==> config.mk <==
export PLATFORM = sky130hd
export DESIGN_NAME = ram_port_arbiter
export DESIGN_NICKNAME = d
export VERILOG_FILES = /design/src/rtl/ram_port_arbiter.sv
export SDC_FILE = /design/constraint.sdc
export NUM_CORES = 1
export LEC_CHECK = 0
export ABC_AREA = 1
export CAP_MARGIN = 15
export CORE_AREA = 2 2 129 131
export DETAILED_ROUTE_END_ITERATION = 10
export DIE_AREA = 0 0 131 133
export PLACE_DENSITY = 0.93
export SLEW_MARGIN = 40
export SYNTH_ARGS = -nofsm -noshare
export SYNTH_HDL_FRONTEND = slang
export SYNTH_SLANG_ARGS = --single-unit
==> constraint.sdc <==
create_clock -name clk -period 4 [get_ports clk]
set_input_delay 0.6 -clock clk [delete_from_list [all_inputs] [get_ports clk]]
set_output_delay 0.6 -clock clk [all_outputs]
set_load 0.01 [all_outputs]
==> src/rtl/ram_port_arbiter.sv <==
// ram_port_arbiter: shares one unified RAM port between CPU fetch (if_),
// CPU data (d_) and the program loader (ld_). Fixed priority ld > d > if,
// with a starvation guard that forces a fetch grant after STARVE_MAX
// consecutive data grants. One access per three cycles: IDLE, ACCESS, RESP.
// Optional feature macro: RAM_ARB_WRITE_PROTECT_EN (reject data-port stores
// below PROT_LIMIT, flagged with d_err alongside d_ack).
module ram_port_arbiter #(
  parameter int unsigned ADDR_W     = 32,
  parameter int unsigned DATA_W     = 32,
  parameter int unsigned STARVE_MAX = 4
`ifdef RAM_ARB_WRITE_PROTECT_EN
  ,
  parameter logic [31:0] PROT_LIMIT = 32'h0000_00C0
`endif
) (
  input  logic              clk,
  input  logic              rst_n,
  input  logic              if_req,
  input  logic [ADDR_W-1:0] if_addr,
  output logic              if_ack,
  output logic [DATA_W-1:0] if_rdata,
  input  logic              d_req,
  input  logic              d_we,
  input  logic [ADDR_W-1:0] d_addr,
  input  logic [DATA_W-1:0] d_wdata,
  output logic              d_ack,
  output logic [DATA_W-1:0] d_rdata,
  output logic              d_err,
  input  logic              ld_req,
  input  logic [ADDR_W-1:0] ld_addr,
  input  logic [DATA_W-1:0] ld_wdata,
  output logic              ld_ack,
  output logic [ADDR_W-1:0] m_addr,
  output logic              m_we,
  output logic [DATA_W-1:0] m_wdata,
  input  logic [DATA_W-1:0] m_rdata,
  output logic              busy
);

  localparam int unsigned CNT_W = $clog2(STARVE_MAX + 1);

  typedef enum logic [1:0] {S_IDLE, S_ACCESS, S_RESP} state_t;
  typedef enum logic [1:0] {ID_NONE, ID_IF, ID_D, ID_LD} id_t;

  state_t            r_state,      w_state_nxt;
  id_t               r_id,         w_id_nxt;
  logic [ADDR_W-1:0] r_addr,       w_addr_nxt;
  logic [DATA_W-1:0] r_wdata,      w_wdata_nxt;
  logic              r_we,         w_we_nxt;
  logic [CNT_W-1:0]  r_starve_cnt, w_cnt_nxt;
  logic [DATA_W-1:0] r_if_rdata,   w_if_rdata_nxt;
  logic [DATA_W-1:0] r_d_rdata,    w_d_rdata_nxt;
  logic              r_m_we,       w_m_we_nxt;
  logic              r_if_ack,     w_if_ack_nxt;
  logic              r_d_ack,      w_d_ack_nxt;
  logic              r_ld_ack,     w_ld_ack_nxt;
  logic              r_busy,       w_busy_nxt;
  logic              w_starved;
`ifdef RAM_ARB_WRITE_PROTECT_EN
  logic              r_prot,       w_prot_nxt;
  logic              r_d_err,      w_d_err_nxt;
`endif

  // Next-state, arbitration and registered-output computation
  always_comb begin
    w_state_nxt    = r_state;
    w_id_nxt       = r_id;
    w_addr_nxt     = r_addr;
    w_wdata_nxt    = r_wdata;
    w_we_nxt       = r_we;
    w_cnt_nxt      = r_starve_cnt;
    w_if_rdata_nxt = r_if_rdata;
    w_d_rdata_nxt  = r_d_rdata;
    w_m_we_nxt     = 1'b0;
    w_if_ack_nxt   = 1'b0;
    w_d_ack_nxt    = 1'b0;
    w_ld_ack_nxt   = 1'b0;
    w_busy_nxt     = 1'b0;
`ifdef RAM_ARB_WRITE_PROTECT_EN
    w_prot_nxt     = r_prot;
    w_d_err_nxt    = 1'b0;
`endif
    w_starved      = if_req && (r_starve_cnt == CNT_W'(STARVE_MAX));

    case (r_state)
      S_IDLE: begin
        if (!if_req) begin
          w_cnt_nxt = '0;
        end
        if (ld_req) begin
          w_id_nxt    = ID_LD;
          w_addr_nxt  = ld_addr;
          w_wdata_nxt = ld_wdata;
          w_we_nxt    = 1'b1;
`ifdef RAM_ARB_WRITE_PROTECT_EN
          w_prot_nxt  = 1'b0;
`endif
        end else if (d_req && !w_starved) begin
          w_id_nxt    = ID_D;
          w_addr_nxt  = d_addr;
          w_wdata_nxt = d_wdata;
          w_we_nxt    = d_we;
`ifdef RAM_ARB_WRITE_PROTECT_EN
          w_prot_nxt  = d_we && (d_addr < ADDR_W'(PROT_LIMIT));
`endif
          if (if_req && (r_starve_cnt != CNT_W'(STARVE_MAX))) begin
            w_cnt_nxt = r_starve_cnt + CNT_W'(1);
          end
        end else if (if_req) begin
          w_id_nxt   = ID_IF;
          w_addr_nxt = if_addr;
          w_we_nxt   = 1'b0;
          w_cnt_nxt  = '0;
`ifdef RAM_ARB_WRITE_PROTECT_EN
          w_prot_nxt = 1'b0;
`endif
        end
        if (ld_req || d_req || if_req) begin
          w_state_nxt = S_ACCESS;
          w_busy_nxt  = 1'b1;
`ifdef RAM_ARB_WRITE_PROTECT_EN
          w_m_we_nxt  = w_we_nxt & ~w_prot_nxt;
`else
          w_m_we_nxt  = w_we_nxt;
`endif
        end
      end
      S_ACCESS: begin
        w_state_nxt = S_RESP;
        w_busy_nxt  = 1'b1;
        case (r_id)
          ID_IF: begin
            w_if_ack_nxt   = 1'b1;
            w_if_rdata_nxt = m_rdata;
          end
          ID_D: begin
            w_d_ack_nxt = 1'b1;
            if (!r_we) begin
              w_d_rdata_nxt = m_rdata;
            end
`ifdef RAM_ARB_WRITE_PROTECT_EN
            w_d_err_nxt = r_prot;
`endif
          end
          ID_LD: begin
            w_ld_ack_nxt = 1'b1;
          end
          default: begin
            w_state_nxt = S_RESP;
          end
        endcase
      end
      S_RESP: begin
        w_state_nxt = S_IDLE;
      end
      default: begin
        w_state_nxt = S_IDLE;
      end
    endcase
  end

  // State and datapath registers with synchronous active-low reset
  always_ff @(posedge clk) begin
    if (!rst_n) begin
      r_state      <= S_IDLE;
      r_id         <= ID_NONE;
      r_addr       <= '0;
      r_wdata      <= '0;
      r_we         <= 1'b0;
      r_starve_cnt <= '0;
      r_if_rdata   <= '0;
      r_d_rdata    <= '0;
      r_m_we       <= 1'b0;
      r_if_ack     <= 1'b0;
      r_d_ack      <= 1'b0;
      r_ld_ack     <= 1'b0;
      r_busy       <= 1'b0;
`ifdef RAM_ARB_WRITE_PROTECT_EN
      r_prot       <= 1'b0;
      r_d_err      <= 1'b0;
`endif
    end else begin
      r_state      <= w_state_nxt;
      r_id         <= w_id_nxt;
      r_addr       <= w_addr_nxt;
      r_wdata      <= w_wdata_nxt;
      r_we         <= w_we_nxt;
      r_starve_cnt <= w_cnt_nxt;
      r_if_rdata   <= w_if_rdata_nxt;
      r_d_rdata    <= w_d_rdata_nxt;
      r_m_we       <= w_m_we_nxt;
      r_if_ack     <= w_if_ack_nxt;
      r_d_ack      <= w_d_ack_nxt;
      r_ld_ack     <= w_ld_ack_nxt;
      r_busy       <= w_busy_nxt;
`ifdef RAM_ARB_WRITE_PROTECT_EN
      r_prot       <= w_prot_nxt;
      r_d_err      <= w_d_err_nxt;
`endif
    end
  end

  assign if_ack   = r_if_ack;
  assign if_rdata = r_if_rdata;
  assign d_ack    = r_d_ack;
  assign d_rdata  = r_d_rdata;
  assign ld_ack   = r_ld_ack;
  assign m_addr   = r_addr;
  assign m_wdata  = r_wdata;
  assign m_we     = r_m_we;
  assign busy     = r_busy;
`ifdef RAM_ARB_WRITE_PROTECT_EN
  assign d_err    = r_d_err;
`else
  assign d_err    = 1'b0;
`endif

endmodule

* Yosys cells after proc, flatten, opt, wreduce, memory -nomap -nowiden *
Index checks and enable logic that the tools add are counted.

operators by class
  add/subtract/negate cells = 1
  equal/unequal tests = 7
  mux-type cells = 23
  bitwise gates (word level) = 1
  reductions and logical operators = 15

operators with widths
  operator             count
  $mux 32              5
  $mux 3               5
  $mux 2               4
  $reduce_and 2->1     4
  $mux 1               7
  $reduce_and 3->1     2
  $eq 2x1->1 const B   2
  $eq 2x2->1 const B   2
  $pmux 2 s2           1
  $add 3x1->3 const B  1
  $eq 3x3->1 const B   1
  $logic_and 1x1->1    3
  $ne 3x3->1 const B   1
  $reduce_bool 3->1    1
  $logic_not 2->1      1
  $logic_or 1x1->1     2
  $ne 2x2->1 const B   1
  $pmux 1 s2           1
  $reduce_bool 2->1    1
  $logic_not 1->1      1
  $not 1->1            1

storage, ports and cells
  register bits after elaboration = 141

* Longest topological paths before layout *
Gate-level depths: netlist of the first run.

  depth after elaboration = 6
  gate-level depth with buffers = 10

* Worst setup path before layout of the first run *
No wires, ideal clock.

  path kind = input to register
  start = input port if_req
  end = register r_wdata[0], in the netlist m_wdata[0]
  setup time = 0.115 ns
  arrival time = 1.328 ns
  required time = 3.885 ns
  slack = 2.557 ns
  cell stages on the path = 7
  cells stage by stage = nand3_2 > nand2_2 > nand2_1 > buf_4 > buf_2 > a21oi_1 > nor2_1

on the way
  cells in the longest elaborated chain, start to end = 5

ends and longest elaborated chain
  element                      RTL line  text
  start, declared              18        input logic if_req,
  $logic_and 1x1->1            83        w_starved = if_req && (r_starve_cnt == CNT_W'(STARVE_MAX));
  $logic_not 1->1              98        end else if (d_req && !w_starved) begin
  $logic_and 1x1->1            98
  $reduce_bool 2->1 (no line)  -
  $reduce_and 2->1 (no line)   -
  end signal, assigned         186       r_wdata <= w_wdata_nxt;
  end, declared                48        logic [DATA_W-1:0] r_wdata, w_wdata_nxt;

Every way passes these cells.
A chain may end at the register's enable or synchronous reset.

* Worst setup path in the final report of the first run *
  start = input port if_req
  end = register r_wdata[15], in the netlist m_wdata[15]

Same word-level chain as after synthesis.

==> results of run 1 <==
[synth_stat cells (all sizes together)]
cell type	n
nor2	233
nand2	177
dfxtp	141
inv	114
nand3	103
a21oi	100
o21ai	67
buf	43
clkbuf	28
nand4	3
ha	2
nor3	2
a31oi	1
conb	1
or2	1
[layer usage]
metal  share of wire  global-route usage  routed length (um)
met2            0.49               0.427               11000
met3           0.096              0.0825                2160
met5               0                   0                   0
met1            0.39               0.287                8750
met4           0.027               0.108                 620
[power groups by stage]
stage                     registers, W  clock network (W)  logic (W)
after detailed placement       0.00162                  0   0.000975
final                          0.00159            0.00162   0.000980
after CTS                      0.00159            0.00164   0.000981
after global placement         0.00161                  0   0.000955
after floorplan                0.00167                  0   0.000408
after global routing           0.00160            0.00172    0.00108
[worst reg2reg max path: stages (launching register included)]
cell and delay (ps):
sky130_fd_sc_hd__dfxtp_1 330, sky130_fd_sc_hd__inv_1 80, sky130_fd_sc_hd__ha_1 220, sky130_fd_sc_hd__nand3_2 110, sky130_fd_sc_hd__nand2_2 410, sky130_fd_sc_hd__nand2_2 230, sky130_fd_sc_hd__buf_4 520, sky130_fd_sc_hd__nand3_1 210
sky130_fd_sc_hd__nand2_1 110, sky130_fd_sc_hd__nor2_1 50
[flip-flops by register name, indices dropped and copies added, names as in the netlist]
register      flops
r_id              2
d_rdata          32
if_ack            1
r_state           2
m_wdata          32
d_ack             1
r_starve_cnt      3
if_rdata         32
ld_ack            1
r_we              1
busy              1
m_we              1
m_addr           32
[placed cells by master, fill, tap and decap left out, drive strengths merged, types with 3 or more instances in the layout]
| master | count |
|---|---|
| a21oi | 100 |
| buf | 11 |
| clkbuf | 17 |
| clkdlybuf4s50 | 328 |
| dfxtp | 141 |
| inv | 123 |
| nand2 | 177 |
| nand3 | 103 |
| nand4 | 3 |
| nor2 | 233 |
| o21ai | 67 |
[per-stage QoR]
stage	cells	total power (W)	hold slack [ps]	utilization	cell area, sq um
finish	1536	0.00419	477	0.649	10500
global route	1536	0.00440	492	0.649	10500
CTS	1536	0.00421	477	0.648	10500
detailed placement	1504	0.00259	460	0.611	9890
global placement	1504	0.00257	459	0.611	9880
floorplan	1016	0.00207	439	-	6580
[logic make-up after synthesis]
| family | count (synthesis) | share of synthesized area |
|---|---|---|
| AO/OA/AOI/OAI | 168 | 0.128 |
| adder cells (fa/ha/maj) | 2 | 0.00380 |
| AND/OR/NAND/NOR | 519 | 0.321 |
| buffers and inverters | 185 | 0.117 |
| flip-flops | 141 | 0.429 |
| other | 1 | 0.000570 |
[final timing paths]
path | from | end | depth (start not counted)
setup / recovery | if_req | m_wdata[15] | 8
hold / removal | m_wdata[13] | m_wdata[13] | 2
setup reg to reg | r_starve_cnt[0] | m_wdata[15] | 9
hold reg to reg | m_wdata[13] | m_wdata[13] | 2
[cell type report]
class / count / share of cell area
Clock buffer: 17 / 0.0405
Clock inverter: 15 / 0.0167
Inverter: 114 / 0.0408
Multi-Input combinational cell: 690 / 0.286
Sequential cell: 141 / 0.269
Tap cell: 220 / 0.0262
Timing Repair Buffer: 339 / 0.321
==> impl_metrics.xml, run 1 <==
<?xml version="1.0" encoding="UTF-8"?>
<metrics>
  <group name="routing">
    <metric name="drc" unit="">0</metric>
    <metric name="routed_via_density" unit="">4.86</metric>
    <metric name="final_antenna_net_count" unit="">0</metric>
    <metric name="route.vias.total" unit="">7468</metric>
    <metric name="first_iter_violations" unit="">535</metric>
    <metric name="detailed_route_wire_length" unit="mm">22.6</metric>
    <metric name="wire_per_inst" unit="um">14.7</metric>
    <metric name="drt_first_pass_iters" unit="">5</metric>
  </group>
  <group name="synthesis">
    <metric name="syn_area" unit="sq um">6580</metric>
    <metric name="synth.ff_latch_count" unit="">141</metric>
    <metric name="share_of_the_yosys_chip_area_belonging_to_registers" unit="">0.429</metric>
    <metric name="yosys.area.top_type" unit="">sky130_fd_sc_hd__dfxtp_1</metric>
    <metric name="postSynthCellCount" unit="">1016</metric>
    <metric name="synth_top_area_cells" unit="">sky130_fd_sc_hd__dfxtp_1 43%, sky130_fd_sc_hd__nor2_1 13%, sky130_fd_sc_hd__nand2_1 10%</metric>
    <metric name="postSynthNetCount" unit="">1216</metric>
    <metric name="yosysWarningCount" unit="">0</metric>
    <metric name="synth_top_area_share" unit="">0.429</metric>
    <metric name="synth_cell_type_count" unit="">24</metric>
    <metric name="post_synth.cell_area_avg" unit="sq um">6.48</metric>
  </group>
  <group name="clocking">
    <metric name="worst_skew_pair.late_latency" unit="ps">410</metric>
    <metric name="cts_tree" unit="">built</metric>
    <metric name="cts.sinks" unit="">141</metric>
    <metric name="cts_resized" unit="">0</metric>
    <metric name="max-clock-path-buffers" unit="">2</metric>
    <metric name="postCtsSetupBuffers" unit="">0</metric>
    <metric name="root_buffer" unit="">sky130_fd_sc_hd__clkbuf_16</metric>
    <metric name="h-tree-depth" unit="">4</metric>
    <metric name="clock_pin_slew_on_the_worst_setup_and_hold_paths" unit="ps">60</metric>
    <metric name="post_cts_hold_buffer_count" unit="">0</metric>
    <metric name="cts_inserted_buffers" unit="">17</metric>
  </group>
  <group name="global_routing">
    <metric name="grt_pass1_vias" unit="">7196</metric>
    <metric name="grt_overflow_total" unit="">0</metric>
    <metric name="gr-usage-all-layers" unit="">0.252</metric>
    <metric name="grt_max_degree" unit="">86</metric>
    <metric name="grt_pass1_wl" unit="mm">34.7</metric>
    <metric name="grt_antenna_before_repair" unit="">0</metric>
  </group>
  <group name="sta">
    <metric name="slew_viol_final" unit="">0</metric>
    <metric name="timing.slew.headroom" unit="">0.470</metric>
    <metric name="measured_slew_at_the_worst_slew_check_pin" unit="ps">796</metric>
    <metric name="achievable-frequency" unit="MHz">408</metric>
    <metric name="fin_ws" unit="ps">1550</metric>
    <metric name="grt_setup_unrepaired" unit="">no</metric>
    <metric name="setup_viol" unit="">0</metric>
    <metric name="finalClockSkew" unit="ps">7.75</metric>
    <metric name="fin_crit" unit="ps">2450</metric>
    <metric name="fin_tns_setup" unit="ps">0</metric>
    <metric name="finalHoldViolations" unit="">0</metric>
    <metric name="layout_worst_path_cycle_share" unit="">0.613</metric>
  </group>
  <group name="floorplan">
    <metric name="rows" unit="">47</metric>
    <metric name="ios" unit="">332</metric>
    <metric name="floorplan.initialDensity" unit="">0.407</metric>
    <metric name="die_x" unit="um">131</metric>
    <metric name="design.die.area" unit="sq um">17400</metric>
    <metric name="die_h" unit="um">133</metric>
    <metric name="core_area" unit="sq um">16200</metric>
  </group>
  <group name="worst_setup_path">
    <metric name="worst_path_max_delay_cell" unit="">sky130_fd_sc_hd__buf_4</metric>
    <metric name="type_of_element_capturing_the_critical_path" unit="">flip-flop</metric>
    <metric name="crit_top_cell" unit="">sky130_fd_sc_hd__nand2_2</metric>
    <metric name="max_stage_delay" unit="ps">520</metric>
    <metric name="critical_path_class" unit="">in2reg</metric>
    <metric name="reg2reg_setup_slack" unit="ps">1630</metric>
    <metric name="critical_path.cell_chain" unit="">clkdlybuf4s50_1 &gt; nand3_2 &gt; nand2_2 &gt; nand2_2 &gt; buf_4 &gt; nand3_1 &gt; nand2_1 &gt; nor2_1</metric>
    <metric name="worst_ep_required_time" unit="ps">4300</metric>
    <metric name="cp_data_arrival_time" unit="ps">2760</metric>
    <metric name="timing.critical_path.from_type" unit="">input pin</metric>
    <metric name="timing.critical_path.fanout_max" unit="">64</metric>
    <metric name="path_delay_family" unit="">simple AND/OR/NAND/NOR gates</metric>
    <metric name="cp_num_buf_inv" unit="">2</metric>
  </group>
  <group name="power_and_ir_drop">
    <metric name="vdd_ir_drop_max" unit="mV">0.322</metric>
    <metric name="cellPowerDensity" unit="nW/um^2">399</metric>
    <metric name="clock_power_share" unit="">0.386</metric>
    <metric name="p_leak" unit="nW">4.61</metric>
    <metric name="power.share.sequential" unit="">0.380</metric>
    <metric name="portion_of_total_power_attributed_to_combinational_logic" unit="">0.234</metric>
    <metric name="internal" unit="W">0.00298</metric>
    <metric name="p_switching" unit="W">0.00121</metric>
    <metric name="power.switching_fraction" unit="">0.288</metric>
  </group>
  <group name="cells_and_area">
    <metric name="antenna_cells" unit="">0</metric>
    <metric name="area_of_all_sequential_standard_cells" unit="sq um">2820</metric>
    <metric name="area_delta_synth_final" unit="%">59.4</metric>
    <metric name="post_layout_nets" unit="">1503</metric>
    <metric name="layout_cell_share_with_drive_strength_beyond_1" unit="">0.0433</metric>
    <metric name="fillerInstances" unit="">1365</metric>
    <metric name="multi_input_comb_area" unit="sq um">3000</metric>
  </group>
  <group name="place">
    <metric name="rd_place_congestion" unit="">0.966</metric>
    <metric name="dp.final_hpwl" unit="mm">15.8</metric>
    <metric name="placement.io_buffers" unit="">330</metric>
    <metric name="dp_slack" unit="ps">1170</metric>
  </group>
  <group name="status">
    <metric name="outcome" unit="">completed</metric>
  </group>
  <group name="hold_path">
    <metric name="worst_hold_path_type" unit="">reg2reg</metric>
  </group>
  <group name="run">
    <metric name="cap_viol_max_count" unit="">0</metric>
  </group>
</metrics>
No activity file was read; power rests on OpenSTA's default activity.
==> inputs of run 2 (changes only) <==
--- a/config.mk
+++ b/config.mk
@@ -7,10 +7,11 @@
 export LEC_CHECK = 0
 export ABC_AREA = 1
 export CAP_MARGIN = 15
-export CORE_AREA = 2 2 129 131
+export CORE_ASPECT_RATIO = 1.4
+export CORE_MARGIN = 2
+export CORE_UTILIZATION = 37
 export DETAILED_ROUTE_END_ITERATION = 10
-export DIE_AREA = 0 0 131 133
-export PLACE_DENSITY = 0.93
+export PLACE_DENSITY = 0.89
 export SLEW_MARGIN = 40
 export SYNTH_ARGS = -nofsm -noshare
 export SYNTH_HDL_FRONTEND = slang
==> constraint.sdc (replaced) <==
create_clock -name clk -period 2.2 [get_ports clk]
set_input_delay 0.33 -clock clk [delete_from_list [all_inputs] [get_ports clk]]
set_output_delay 0.33 -clock clk [all_outputs]
set_load 0.01 [all_outputs]
==> impl_metrics.xml, run 2 (synthesis gave the netlist of run 1 again) <==
<?xml version="1.0" encoding="UTF-8"?>
<metrics>
  <group name="status">
    <metric name="outcome" unit="">completed</metric>
  </group>
  <group name="floorplan">
    <metric name="floorplan.initialDensity" unit="">0.378</metric>
    <metric name="ios" unit="">332</metric>
    <metric name="core_area" unit="sq um">17400</metric>
    <metric name="rows" unit="">57</metric>
    <metric name="die_h" unit="um">162</metric>
    <metric name="design.die.area" unit="sq um">18900</metric>
    <metric name="die_x" unit="um">117</metric>
  </group>
  <group name="power_and_ir_drop">
    <metric name="cellPowerDensity" unit="nW/um^2">714</metric>
    <metric name="portion_of_total_power_attributed_to_combinational_logic" unit="">0.240</metric>
    <metric name="total_power" unit="W">0.00762</metric>
    <metric name="p_leak" unit="nW">4.70</metric>
    <metric name="p_switching" unit="W">0.00217</metric>
    <metric name="power.switching_fraction" unit="">0.285</metric>
    <metric name="clock_power_share" unit="">0.381</metric>
    <metric name="vdd_ir_drop_max" unit="mV">0.559</metric>
    <metric name="internal" unit="W">0.00544</metric>
    <metric name="power.share.sequential" unit="">0.380</metric>
  </group>
  <group name="clocking">
    <metric name="h-tree-depth" unit="">4</metric>
    <metric name="root_buffer" unit="">sky130_fd_sc_hd__clkbuf_16</metric>
    <metric name="cts_resized" unit="">0</metric>
    <metric name="max-clock-path-buffers" unit="">2</metric>
    <metric name="worst_skew_pair.late_latency" unit="ps">420</metric>
    <metric name="clock_pin_slew_on_the_worst_setup_and_hold_paths" unit="ps">60</metric>
    <metric name="cts_inserted_buffers" unit="">17</metric>
    <metric name="cts_tree" unit="">built</metric>
    <metric name="cts.sinks" unit="">141</metric>
    <metric name="postCtsSetupBuffers" unit="">0</metric>
    <metric name="post_cts_hold_buffer_count" unit="">0</metric>
  </group>
  <group name="worst_setup_path">
    <metric name="timing.critical_path.from" unit="">m_addr[27]</metric>
    <metric name="critical_path_class" unit="">reg2out</metric>
    <metric name="worst_ep_required_time" unit="ps">1870</metric>
    <metric name="ff2ff_path_depth" unit="">8</metric>
    <metric name="max_stage_delay" unit="ps">570</metric>
    <metric name="cp_num_buf_inv" unit="">1</metric>
    <metric name="timing.critical_path.from_type" unit="">flip-flop</metric>
    <metric name="worst-path-stages" unit="">1</metric>
    <metric name="timing.critical_path.fanout_max" unit="">2</metric>
    <metric name="type_of_element_capturing_the_critical_path" unit="">output pin</metric>
    <metric name="worst_path_max_delay_cell" unit="">sky130_fd_sc_hd__clkdlybuf4s50_1</metric>
    <metric name="critical_path.cell_chain" unit="">clkdlybuf4s50_1</metric>
    <metric name="path_delay_family" unit="">buffers and inverters</metric>
    <metric name="cp_data_arrival_time" unit="ps">1360</metric>
    <metric name="reg_to_reg_critical_path_startpoint" unit="">r_state[0]</metric>
  </group>
  <group name="routing">
    <metric name="drt_first_pass_iters" unit="">7</metric>
    <metric name="drc" unit="">0</metric>
    <metric name="routed_via_density" unit="">4.78</metric>
    <metric name="detailed_route_wire_length" unit="mm">23.1</metric>
    <metric name="wire_per_inst" unit="um">14.7</metric>
    <metric name="final_antenna_net_count" unit="">0</metric>
    <metric name="first_iter_violations" unit="">474</metric>
    <metric name="route.vias.total" unit="">7493</metric>
  </group>
  <group name="sta">
    <metric name="grt_setup_unrepaired" unit="">no</metric>
    <metric name="fin_ws" unit="ps">514</metric>
    <metric name="slew_viol_final" unit="">0</metric>
    <metric name="fin_crit" unit="ps">1690</metric>
    <metric name="finalHoldViolations" unit="">0</metric>
    <metric name="setup_viol" unit="">0</metric>
    <metric name="achievable-frequency" unit="MHz">593</metric>
    <metric name="finalClockSkew" unit="ps">7.45</metric>
    <metric name="fin_tns_setup" unit="ps">0</metric>
    <metric name="layout_worst_path_cycle_share" unit="">0.766</metric>
  </group>
  <group name="cells_and_area">
    <metric name="layout.cells.most_common_list" unit="">328 x sky130_fd_sc_hd__clkdlybuf4s50_1, 231 x sky130_fd_sc_hd__nor2_1, 174 x sky130_fd_sc_hd__nand2_1</metric>
    <metric name="layout_cell_share_with_drive_strength_beyond_1" unit="">0.0511</metric>
    <metric name="area_delta_synth_final" unit="%">62.1</metric>
    <metric name="post_layout_nonfiller_instances" unit="">1566</metric>
    <metric name="final_common_cell" unit="">sky130_fd_sc_hd__clkdlybuf4s50_1</metric>
    <metric name="post_layout_nets" unit="">1517</metric>
    <metric name="antenna_cells" unit="">0</metric>
    <metric name="fillerInstances" unit="">1575</metric>
    <metric name="design_area" unit="sq um">10700</metric>
  </group>
  <group name="global_routing">
    <metric name="grt.met2_usage" unit="">0.405</metric>
    <metric name="grtUsageMet3" unit="">0.0765</metric>
    <metric name="grt_pass1_wl" unit="mm">35.3</metric>
    <metric name="grt_max_degree" unit="">72</metric>
    <metric name="grt_antenna_before_repair" unit="">0</metric>
    <metric name="grt_overflow_total" unit="">0</metric>
    <metric name="use_met1" unit="">0.260</metric>
    <metric name="gr-max-usage-layer" unit="">met2</metric>
    <metric name="grt_pass1_vias" unit="">7054</metric>
    <metric name="gr-usage-all-layers" unit="">0.238</metric>
  </group>
  <group name="place">
    <metric name="rd_place_congestion" unit="">0.867</metric>
    <metric name="place.detailed.instances" unit="">1534</metric>
    <metric name="placement.io_buffers" unit="">330</metric>
    <metric name="dp.final_hpwl" unit="mm">16.9</metric>
    <metric name="placement_cell_area" unit="sq um">10100</metric>
    <metric name="dp_slack" unit="ps">374</metric>
  </group>
  <group name="hold_path">
    <metric name="min_path_cells" unit="">3</metric>
    <metric name="worst_hold_path_type" unit="">in2reg</metric>
    <metric name="timing.hold.worst.start" unit="">rst_n</metric>
  </group>
  <group name="run">
    <metric name="cap_viol_max_count" unit="">0</metric>
  </group>
</metrics>
run 2: metrics by stage:
step	utilization	hold WS, ps
after floorplan	-	439
after global placement	0.579	461
after detailed placement	0.579	467
after CTS	0.613	311
after global routing	0.613	319
final	0.613	324
run 2: per-layer routing:
| metal | up-vias | share of wire |
|---|---|---|
| li1 | 3783 | - |
| met1 | 3309 | 0.37 |
| met2 | 328 | 0.49 |
| met3 | 73 | 0.087 |
| met4 | 0 | 0.046 |
| met5 | - | 0 |
run 2: final timing paths:
kind | to | slack (ps)
max reg2reg | d_rdata[25] | 530
min reg2reg | m_wdata[4] | 480
min | m_addr[20] | 320
max | m_addr[27] | 510
run 2: layout make-up:
cell class | instances | area [sq um] | area share
Sequential cell | 141 | 2820 | 0.265
Clock inverter | 15 | 173 | 0.0162
Clock buffer | 17 | 425 | 0.0399
Multi-Input combinational cell | 690 | 2990 | 0.281
Tap cell | 236 | 295 | 0.0277
Inverter | 114 | 428 | 0.0401
Timing Repair Buffer | 353 | 3530 | 0.331
run 2: power by group through the flow:
stage,registers [W],clock network (W),logic [W]
5_1_grt,0.00291,0.00307,0.00201
2_1_floorplan,0.00303,0,0.000742
4_1_cts,0.00289,0.00296,0.00183
6_report,0.00289,0.00290,0.00183
3_5_place_dp,0.00294,0,0.00183
3_3_place_gp,0.00293,0,0.00179
==> inputs of run 3 (changes only) <==
--- a/config.mk
+++ b/config.mk
@@ -9,9 +9,9 @@
 export CAP_MARGIN = 15
 export CORE_ASPECT_RATIO = 1.4
 export CORE_MARGIN = 2
-export CORE_UTILIZATION = 37
+export CORE_UTILIZATION = 41
 export DETAILED_ROUTE_END_ITERATION = 10
-export PLACE_DENSITY = 0.89
+export PLACE_DENSITY = 0.93
 export SLEW_MARGIN = 40
 export SYNTH_ARGS = -nofsm -noshare
 export SYNTH_HDL_FRONTEND = slang
==> constraint.sdc (replaced) <==
create_clock -name clk -period 1.7 [get_ports clk]
set_input_delay 0.255 -clock clk [delete_from_list [all_inputs] [get_ports clk]]
set_output_delay 0.255 -clock clk [all_outputs]
set_load 0.01 [all_outputs]
==> impl_metrics.xml, run 3 (synthesis gave the netlist of run 1 again) <==
<?xml version="1.0" encoding="UTF-8"?>
<metrics>
  <group name="status">
    <metric name="outcome" unit="">completed</metric>
  </group>
  <group name="cells_and_area">
    <metric name="area_of_all_sequential_standard_cells" unit="sq um">2820</metric>
    <metric name="post_layout_nets" unit="">1519</metric>
    <metric name="final_common_cell" unit="">sky130_fd_sc_hd__clkdlybuf4s50_1</metric>
    <metric name="multi_input_comb_area" unit="sq um">2990</metric>
    <metric name="area_delta_synth_final" unit="%">62.8</metric>
    <metric name="layout_cell_share_with_drive_strength_beyond_1" unit="">0.0526</metric>
    <metric name="fillerInstances" unit="">1233</metric>
    <metric name="layout.cells.most_common_list" unit="">328 x sky130_fd_sc_hd__clkdlybuf4s50_1, 231 x sky130_fd_sc_hd__nor2_1, 174 x sky130_fd_sc_hd__nand2_1</metric>
    <metric name="final_util" unit="">0.683</metric>
  </group>
  <group name="global_routing">
    <metric name="grt_overflow_total" unit="">0</metric>
    <metric name="grt_pass1_wl" unit="mm">37.1</metric>
    <metric name="grt_antenna_before_repair" unit="">1</metric>
    <metric name="grt_pass1_vias" unit="">7553</metric>
    <metric name="gr-usage-all-layers" unit="">0.264</metric>
    <metric name="grt_max_degree" unit="">69</metric>
  </group>
  <group name="clocking">
    <metric name="h-tree-depth" unit="">4</metric>
    <metric name="postCtsSetupBuffers" unit="">0</metric>
    <metric name="worst_skew_pair.late_latency" unit="ps">420</metric>
    <metric name="cts_inserted_buffers" unit="">17</metric>
    <metric name="max-clock-path-buffers" unit="">2</metric>
    <metric name="post_cts_hold_buffer_count" unit="">0</metric>
    <metric name="root_buffer" unit="">sky130_fd_sc_hd__clkbuf_16</metric>
    <metric name="clock_pin_slew_on_the_worst_setup_and_hold_paths" unit="ps">70</metric>
    <metric name="cts_resized" unit="">0</metric>
    <metric name="cts_tree" unit="">built</metric>
    <metric name="cts.sinks" unit="">141</metric>
  </group>
  <group name="worst_setup_path">
    <metric name="max_stage_delay" unit="ps">570</metric>
    <metric name="type_of_element_capturing_the_critical_path" unit="">output pin</metric>
    <metric name="path_delay_family" unit="">buffers and inverters</metric>
    <metric name="timing.critical_path.fanout_max" unit="">2</metric>
    <metric name="worst_ep_required_time" unit="ps">1440</metric>
    <metric name="cp_num_buf_inv" unit="">1</metric>
    <metric name="cp_data_arrival_time" unit="ps">1370</metric>
    <metric name="worst_path_max_delay_cell" unit="">sky130_fd_sc_hd__clkdlybuf4s50_1</metric>
    <metric name="critical_path.cell_chain" unit="">clkdlybuf4s50_1</metric>
    <metric name="timing.critical_path.from_type" unit="">flip-flop</metric>
    <metric name="critical_path_class" unit="">reg2out</metric>
  </group>
  <group name="sta">
    <metric name="achievable-frequency" unit="MHz">615</metric>
    <metric name="setup_viol" unit="">0</metric>
    <metric name="fin_ws" unit="ps">73.0</metric>
    <metric name="slew_viol_final" unit="">0</metric>
    <metric name="fin_crit" unit="ps">1630</metric>
    <metric name="fin_hold_ws" unit="ps">279</metric>
    <metric name="finalHoldViolations" unit="">0</metric>
    <metric name="grt_setup_unrepaired" unit="">no</metric>
    <metric name="layout_worst_path_cycle_share" unit="">0.957</metric>
    <metric name="finalClockSkew" unit="ps">10.7</metric>
  </group>
  <group name="power_and_ir_drop">
    <metric name="power.share.sequential" unit="">0.381</metric>
    <metric name="vdd_ir_drop_max" unit="mV">0.808</metric>
    <metric name="cellPowerDensity" unit="nW/um^2">917</metric>
    <metric name="p_switching" unit="W">0.00297</metric>
    <metric name="portion_of_total_power_attributed_to_combinational_logic" unit="">0.245</metric>
    <metric name="clock_power_share" unit="">0.374</metric>
    <metric name="power.switching_fraction" unit="">0.303</metric>
    <metric name="internal" unit="W">0.00685</metric>
    <metric name="p_leak" unit="nW">4.74</metric>
  </group>
  <group name="floorplan">
    <metric name="floorplan.initialDensity" unit="">0.420</metric>
    <metric name="die_x" unit="um">111</metric>
    <metric name="design.die.area" unit="sq um">17100</metric>
    <metric name="core_area" unit="sq um">15700</metric>
    <metric name="ios" unit="">332</metric>
    <metric name="rows" unit="">54</metric>
    <metric name="die_h" unit="um">154</metric>
  </group>
  <group name="routing">
    <metric name="final_antenna_net_count" unit="">0</metric>
    <metric name="first_iter_violations" unit="">626</metric>
    <metric name="wire_per_inst" unit="um">15.1</metric>
    <metric name="drt_first_pass_iters" unit="">6</metric>
    <metric name="drc" unit="">0</metric>
    <metric name="detailed_route_wire_length" unit="mm">23.1</metric>
    <metric name="route.vias.total" unit="">7643</metric>
    <metric name="routed_via_density" unit="">5.00</metric>
  </group>
  <group name="place">
    <metric name="rd_place_congestion" unit="">0.911</metric>
    <metric name="dp.final_hpwl" unit="mm">16.7</metric>
    <metric name="placement.io_buffers" unit="">330</metric>
    <metric name="dp_slack" unit="ps">-68.6</metric>
  </group>
  <group name="hold_path">
    <metric name="worst_hold_path_type" unit="">in2reg</metric>
  </group>
  <group name="run">
    <metric name="cap_viol_max_count" unit="">0</metric>
  </group>
</metrics>
run 3: changes by cell type in the layout (fill, tap and decap cells not counted):
cell	before	now
sky130_fd_sc_hd__buf_12	5	12
sky130_fd_sc_hd__buf_4	19	14
sky130_fd_sc_hd__bufinv_16	2	0
sky130_fd_sc_hd__clkinv_2	1	0
sky130_fd_sc_hd__clkinv_4	2	1
sky130_fd_sc_hd__clkinv_8	0	2
sky130_fd_sc_hd__clkinvlp_4	2	0
sky130_fd_sc_hd__diode_2	0	1
sky130_fd_sc_hd__inv_8	2	6
run 3: per-stage QoR:
stage / TNS, ps / std cells / power, W / cell area, sq um
6_report: 0 / 1529 / 0.00982 / 10700
5_1_grt: 0 / 1529 / 0.0103 / 10700
4_1_cts: 0 / 1528 / 0.00990 / 10700
3_3_place_gp: -37.4 / 1496 / 0.00615 / 10100
3_5_place_dp: -94.7 / 1496 / 0.00620 / 10100
2_1_floorplan: 0 / 1016 / 0.00488 / 6580
run 3: path summary, 6_finish.rpt:
kind	start	end	slack [ps]	cells past startpoint
hold / removal	rst_n	if_ack	280	3
setup / recovery	m_addr[27]	m_addr[27]	70	1
setup reg to reg	r_starve_cnt[0]	m_addr[3]	140	8
hold reg to reg	d_rdata[29]	d_rdata[29]	480	2
run 3: area by class of cell:
class	count	area share
clock buffers	17	0.0397
inverters	114	0.0399
multi-input cells	690	0.279
diodes	1	0.000234
flip-flops and latches	141	0.263
repair buffers	355	0.339
clock inverters	15	0.0151
well taps	196	0.0229
run 3: power groups by stage:
stage	clock, W	combinational, W	sequential (W)
after floorplan	0	0.000960	0.00392
after global placement	0	0.00235	0.00379
after CTS	0.00375	0.00241	0.00374
final	0.00368	0.00241	0.00374
after global routing	0.00390	0.00263	0.00377
after detailed placement	0	0.00239	0.00381
run 3: per-layer routing:
metal	track usage	vias to the layer above	routed length [um]
li1	-	3781	-
met1	0.299	3438	8910
met2	0.455	346	11400
met3	0.0698	78	1690
met4	0.142	0	1090
met5	0	-	0
